[config.mk]
export PLATFORM = sky130hd
export DESIGN_NAME = image_mem_writer
export DESIGN_NICKNAME = d
export VERILOG_FILES = /design/src/rtl/image_mem_writer.sv
export SDC_FILE = /design/constraint.sdc
export NUM_CORES = 1
export LEC_CHECK = 0
export CORE_ASPECT_RATIO = 0.75
export CORE_MARGIN = 1
export CORE_UTILIZATION = 45
export CTS_BUF_LIST = sky130_fd_sc_hd__clkbuf_8
export DETAILED_ROUTE_END_ITERATION = 7
export PLACE_DENSITY_LB_ADDON = 0.3
export SLEW_MARGIN = 20
export SYNTH_ARGS = -nofsm -noshare
export SYNTH_HDL_FRONTEND = slang
export SYNTH_SLANG_ARGS = --single-unit
[constraint.sdc]
create_clock -name clk -period 8.2 [get_ports clk]
set_clock_uncertainty 0.2 [all_clocks]
set_input_delay 1.64 -clock clk [delete_from_list [all_inputs] [get_ports clk]]
set_output_delay 1.64 -clock clk [all_outputs]
set_load 0.02 [all_outputs]
[src/rtl/image_mem_writer.sv]
// rtl/image_mem_writer.sv - loads a width/height-prefixed byte stream into RAM
// A 4-byte big-endian header (width, height) is written to fixed RAM slots, then width*height pixel bytes follow.

module image_mem_writer #(
   parameter logic [17:0] BASE_ADDRESS = 18'h10,
   parameter int unsigned MAX_PIXELS   = 262128
) (
   input  logic        clk,
   input  logic        rst,
   input  logic        start,
   input  logic [7:0]  in_data,
   input  logic        in_valid,
   output logic        in_ready,
   output logic [17:0] wraddress,
   output logic [7:0]  data,
   output logic        wren,
   output logic        busy,
   output logic        done,
   output logic        error,
   output logic [15:0] img_width,
   output logic [15:0] img_height
);

   typedef enum logic [2:0] {
      IDLE,
      HDR_WH,
      HDR_WL,
      HDR_HH,
      HDR_HL,
      CHECK,
      PIXELS,
      ERROR
   } state_t;

   state_t      state;
   state_t      state_nxt;
   logic [17:0] pix_cnt;
   logic [17:0] last_idx;
   logic [31:0] product;
   logic        xfer;
   logic        size_bad;
   logic        last_pix;

   assign product  = 32'(img_width) * 32'(img_height);
   assign size_bad = (product == 32'd0) || (product > MAX_PIXELS);
   assign xfer     = in_valid && in_ready;
   assign last_pix = (pix_cnt == last_idx);
   assign busy     = (state != IDLE) && (state != ERROR);
   assign error    = (state == ERROR);

   always_comb begin
      state_nxt = state;
      in_ready  = 1'b0;
      case (state)
         IDLE, ERROR: begin
            if (start) state_nxt = HDR_WH;
         end
         HDR_WH: begin
            in_ready = 1'b1;
            if (in_valid) state_nxt = HDR_WL;
         end
         HDR_WL: begin
            in_ready = 1'b1;
            if (in_valid) state_nxt = HDR_HH;
         end
         HDR_HH: begin
            in_ready = 1'b1;
            if (in_valid) state_nxt = HDR_HL;
         end
         HDR_HL: begin
            in_ready = 1'b1;
            if (in_valid) state_nxt = CHECK;
         end
         CHECK: begin
            state_nxt = size_bad ? ERROR : PIXELS;
         end
         PIXELS: begin
            in_ready = 1'b1;
            if (in_valid && last_pix) state_nxt = IDLE;
         end
         default: state_nxt = IDLE;
      endcase
   end

   // Write port is fully registered: each transfer shows up on the RAM bus one cycle later.
   always_ff @(posedge clk) begin
      if (rst) begin
         state      <= IDLE;
         wren       <= 1'b0;
         done       <= 1'b0;
         wraddress  <= 18'h0;
         data       <= 8'h0;
         img_width  <= 16'h0;
         img_height <= 16'h0;
         pix_cnt    <= 18'h0;
         last_idx   <= 18'h0;
      end else begin
         state <= state_nxt;
         wren  <= 1'b0;
         done  <= 1'b0;
         if (state == CHECK) begin
            pix_cnt  <= 18'h0;
            last_idx <= product[17:0] - 18'd1;
         end
         if (xfer) begin
            wren <= 1'b1;
            data <= in_data;
            case (state)
               HDR_WH: begin
                  wraddress        <= 18'h0;
                  img_width[15:8]  <= in_data;
               end
               HDR_WL: begin
                  wraddress        <= 18'h1;
                  img_width[7:0]   <= in_data;
               end
               HDR_HH: begin
                  wraddress        <= 18'h4;
                  img_height[15:8] <= in_data;
               end
               HDR_HL: begin
                  wraddress        <= 18'h5;
                  img_height[7:0]  <= in_data;
               end
               PIXELS: begin
                  wraddress <= BASE_ADDRESS + pix_cnt;
                  pix_cnt   <= pix_cnt + 18'd1;
                  done      <= last_pix;
               end
               default: wren <= 1'b0;
            endcase
         end
      end
   end

endmodule

# Yosys cells after proc, flatten, opt, wreduce, memory -nomap -nowiden

Index checks and enable logic that the tools add are counted.

$add $sub $neg: 3
$mul: 1
Order comparisons: 1
Equal/unequal tests: 15
Multiplexer cells: 13
Bitwise gates (word level): 2
Reduce and logical (&&, ||, !) cells: 18

Operators with widths:

| kind                                                                              | number |
|---|---|
| 18-bit case mux with 5 select lines                                               | 1 |
| 18-bit 2-to-1 mux                                                                 | 3 |
| 32-bit by 18-bit greater-than comparator with 1-bit output, second input constant | 1 |
| 32-bit zero test                                                                  | 1 |
| 16-bit by 16-bit multiplier with 32-bit output                                    | 1 |
| 3-bit case mux with 7 select lines                                                | 1 |
| 18-bit by 1-bit adder with 18-bit output, second input constant                   | 1 |
| 5-bit by 18-bit adder with 18-bit output, first input constant                    | 1 |
| 18-bit == test                                                                    | 1 |
| 3-bit 2-to-1 mux                                                                  | 6 |
| 18-bit by 1-bit subtractor with 18-bit output, second input constant              | 1 |
| 3-bit == test, second input constant                                              | 4 |
| 2-bit != test, second input constant                                              | 6 |
| 2-bit AND reduction                                                               | 5 |
| 3-bit by 2-bit == test with 1-bit output, second input constant                   | 2 |
| 6-bit AND reduction                                                               | 1 |
| 5-bit nonzero test                                                                | 1 |
| 5-bit OR reduction                                                                | 1 |
| 2-bit OR reduction                                                                | 2 |
| 3-bit by 1-bit == test with 1-bit output, second input constant                   | 1 |
| 1-bit logical AND                                                                 | 3 |
| 3-bit zero test                                                                   | 1 |
| 3-bit != test, second input constant                                              | 1 |
| 3-bit nonzero test                                                                | 1 |
| other kinds (4)                                                                   | 6 |

Bits in registers: 99
Input bits: 12
Output and inout port bits: 63
Logic and storage cells: 64

# Longest topological paths before layout

Depth after elaboration: 6
Depth in mapped cells: 25
Depth with buffers taken out: 22

# Worst setup path before layout

Ideal clock, no wire load.

Path type: register -> register
Start point: reg img_width[7]
End point: reg last_idx[17]
Library setup time: 0.086 ns
Arrival time: 6.392 ns
Data required time: 7.914 ns
Slack: 1.522 ns
Stages on the path, launching flop included: 21
Path buffers: 2
Period minus slack after synthesis: 6.678 ns
Cells stage by stage: dfxtp_1 -> clkbuf_1 -> clkbuf_1 -> nand2_1 -> fa_1 -> fa_1 -> fa_1 -> fa_1 -> fa_1 -> fa_1 -> inv_1 -> ha_1 -> and3_1 -> and2_1 -> a21boi_0 -> or3_1 -> and2_1 -> nor4_1 -> nand2_1 -> xnor2_1 -> a211oi_1

Cells in the longest elaborated chain, start to end: 2

RTL lines:

| item                                           | RTL line | source |
|---|---|---|
| from (decl)                                    | 20       | `output logic [15:0] img_width,` |
| from (signal assigned)                         | 115      | `img_width[7:0] <= in_data;` |
| 16-bit by 16-bit multiplier with 32-bit output | 44       | `assign product = 32'(img_width) * 32'(img_height);` |
| 18-bit by 1-bit subtractor with 18-bit output  | 103      | `last_idx <= product[17:0] - 18'd1;` |
| to (signal assigned)                           | 103      |  |
| to (decl)                                      | 38       | `logic [17:0] last_idx;` |

Every way passes these cells.
A chain may end at the register's enable or synchronous reset.

# Worst setup path after layout

Start point: reg img_width[7]
End point: reg state[0]

Cells in the longest elaborated chain, start to end: 5
Elaborated cells on any way between the ends: 6
Those cells by class: mul: 1; order compare: 1; mux: 2; reduce/logical: 2

RTL lines:

| item                                                                                           | RTL line | source |
|---|---|---|
| 16-bit by 16-bit multiplier with 32-bit output *                                               | 44       |  |
| 32-bit by 18-bit greater-than comparator with 1-bit output or 32-bit zero test (tied branches) | 45       | `assign size_bad = (product == 32'd0) \|\| (product > MAX_PIXELS);` |
| 1-bit logical OR *                                                                             | 45       |  |
| 1-bit 2-to-1 mux *                                                                             | 75       | `state_nxt = size_bad ? ERROR : PIXELS;` |
| 3-bit case mux with 7 select lines *                                                           | 54       | `case (state)` |
| to (signal assigned)                                                                           | 98       | `state <= state_nxt;` |
| to (decl)                                                                                      | 35       | `state_t state;` |

Mark *: on every way between the ends. The rest lies on a longest branch, timed or not.

==> impl_metrics.yaml <==
min_path:
  worstHoldPathType: "flop to flop"
  whs_path_depth: 2
clocking:
  cts_hold_buf: 0
  tritoncts: "yes"
  cts.clk_slew.worst_paths_ns: 0.11
  cts-resized-gates: 0
  htree_num_levels: 3
  clock-sinks: 99
  numCtsBuffers: 9
  clk_latency_ns: 0.40
  clock_path_buffers: 2
  ctsRootBufferMaster: "clkbuf_8"
  post_cts_buffers: 0
pwr:
  power.leakage_nw: 6.09
  combinationalPowerShare: 0.100
  netSwitchingFraction: 0.292
  p_switching_mw: 0.276
  pwr-share-clk: 0.363
  p_int_mw: 0.671
  peakVddDrop_v: 0.0000967
  pwr_density_cell_nw_per_um2: 66.2
  p_seq_frac: 0.537
layout:
  antenna_cells: 0
  final_cells: 1969
  drive_above_1_share: 0.0303
  area_delta_synth_final_pct: 9.74
  nets: 1892
  fillCellCount: 2739
global_routing:
  grt_max_degree: 100
  first_global_vias: 11100
  gr-max-usage-layer: "met2"
  antenna_found_initial: 0
  grt_pass1_wl_mm: 58.7
  gr-usage-met2: 0.393
  grtUsageMet1: 0.369
  use_met3: 0.0375
  gr-total-overflow: 0
  track_usage: 0.256
setup_path:
  reg2reg_slack_ns: 0.97
  critical_path_class: "flop to flop"
  arrival_ns: 7.32
  crit_path_end_kind: "flop"
  start_kind: "flop"
  ff2ff_path_depth: 18
  crit_fanout: 18
  required_ns: 8.29
yosys:
  avgSynthCellArea_um2: 8.37
  synth_seq_area_share: 0.152
  syn_inst: 1556
  yosysWarnings: 0
  synth-main-ff-cell: "dfxtp_1"
  synth_edf_count: 0
  yosysUniqueCellTypes: 56
  synthArstFlopShare: 0
  synth_area_um2: 13000
  synth-seq-cells: 99
  synth_fp_nets: 1869
floorplan:
  num_rows: 53
  ioPinCount: 75
  start_util: 0.461
  fp.dieH_um: 149
  dieWidth_um: 198
  coreArea_um2: 28200
  design.die.area_um2: 29700
sta:
  fin_tns_setup_ns: 0
  fin_crit_ns: 7.23
  max_slew.worst_pin.slew_ns: 1.06
  setup_viol: 0
  finalMaxSlewViolations: 0
  rsz0062_at_grt: "no"
  slew_headroom: 0.294
  hold_violations: 0
  finalCritPeriodShare: 0.882
  fmax_ghz: 0.138
place:
  dp_cells: 1953
  dp_hpwl_mm: 27.2
  place_congestion: 0.930
  numPortBuffers: 74
routing:
  drc: 0
  wirelength_mm: 35.1
  wire_per_inst_um: 17.8
  via_count: 10800
  drtAntennaViolNets: 0
  dr.first_iter.drc_count: 1060
  avgViaCountPerCell: 5.47
  firstDrtPassIters: 6
run_status:
  outcome: "finished, final reports clean"
job:
  max-cap-violations: 0
==> metal layers <==
layer | up-vias | wire [um]
met5 | - | 0
met4 | 0 | 1090
met3 | 58 | 2670
met2 | 448 | 15300
met1 | 5271 | 16100
li1 | 5002 | -
==> worst max-delay path, cell delays in order, from the launching register on <==
cell	delay, ns
dfxtp_1	1.03
nand2_1	0.20
fa_1	0.59
fa_1	0.43
fa_1	0.51
inv_1	0.04
ha_1	0.26
inv_1	0.05
fa_1	0.50
fa_1	0.57
inv_1	0.06
ha_1	0.47
nand3_1	0.15
o31ai_1	0.63
a31oi_1	0.22
xnor2_1	0.19
nor4_1	0.50
a31oi_1	0.19
a311oi_1	0.30
==> per-stage QoR <==
stage	utilization	hold slack [ns]	area, um^2	setup slack [ns]	total power, mW
floorplan	-	0.244	13000	1.52	0.563
global route	0.506	0.288	14300	0.519	0.984
finish	0.506	0.259	14300	0.971	0.947
global placement	0.498	0.245	14100	1.20	0.612
CTS	0.506	0.260	14300	1.01	0.953
detailed placement	0.498	0.246	14100	1.05	0.612
==> cell families (layout without fill, tap and decap cells) <==
| kind of cell | Yosys count | in the layout | synth area share |
|---|---|---|---|
| flops | 99 | 99 | 0.152 |
| simple gates | 578 | 578 | 0.207 |
| mux | 10 | 10 | 0.00768 |
| buf+inv | 285 | 313 | 0.0822 |
| xor+xnor | 64 | 64 | 0.0430 |
| compound gates | 219 | 219 | 0.107 |
| fa+ha+maj | 301 | 301 | 0.401 |
==> registers in the layout, summed over array words and instances, names as in the netlist <==
register    cells
last_idx       18
wraddress      18
wren            1
img_height     16
done            1
data            8
state           3
pix_cnt        18
img_width      16
==> area by class of cell <==
cell class                      instances  area, um^2  area share
Timing Repair Buffer                   91         866      0.0605
Clock inverter                          7        95.1     0.00665
Inverter                              206         773      0.0541
Clock buffer                            9         124     0.00866
Tap cell                              385         482      0.0337
Sequential cell                        99        1980       0.139
Multi-Input combinational cell       1172        9980       0.698
==> layout by cell type (no fill, tap or decap), types with 6 or more instances in the layout <==
master,Yosys,final
a211oi_1,15,15
a21o_1,20,20
a21oi_1,88,88
a22oi_1,20,20
a311oi_1,10,10
a31oi_1,6,6
and2_1,108,108
and3_1,17,17
buf_4,0,18
clkbuf_8,0,9
clkdlybuf4s50_1,0,73
dfxtp_1,99,99
fa_1,194,194
ha_1,107,107
inv_1,206,206
mux2i_1,10,10
nand2_1,274,274
nand2b_1,6,6
nand3_1,18,18
nand4_1,7,7
nor2_1,88,88
nor3_1,21,21
nor4_1,8,8
o211ai_1,7,7
o21ai_0,29,29
or3_1,6,6
xnor2_1,25,25
xor2_1,39,39
==> cell usage after synthesis, types with 15 or more instances <==
cell,n,share of area
xnor2_1,25,0.017
a21o_1,20,0.012
xor2_1,39,0.026
o21ai_0,29,0.011
nand3_1,18,0.0069
clkbuf_1,73,0.021
and3_1,17,0.0082
and2_1,108,0.052
nand2_1,274,0.079
nor3_1,21,0.0081
nor2_1,88,0.025
a22oi_1,20,0.012
a211oi_1,15,0.0086
inv_1,206,0.059
a21oi_1,88,0.034
ha_1,107,0.10
fa_1,194,0.30
dfxtp_1,99,0.15
==> power by group through the flow <==
stage,clock [mW],combinational [mW],sequential [mW]
after floorplan,0,0.0504,0.513
after CTS,0.351,0.0944,0.508
after global routing,0.372,0.102,0.510
after detailed placement,0,0.0938,0.519
after global placement,0,0.0934,0.519
final,0.344,0.0947,0.508
==> path summary, 6_finish.rpt <==
check / startpoint / to
max: img_width[7] / state[0]
max reg2reg: img_width[7] / state[0]
min: wraddress[3] / wraddress[3]
min reg2reg: wraddress[3] / wraddress[3]
(Power assumes the default switching activity.)
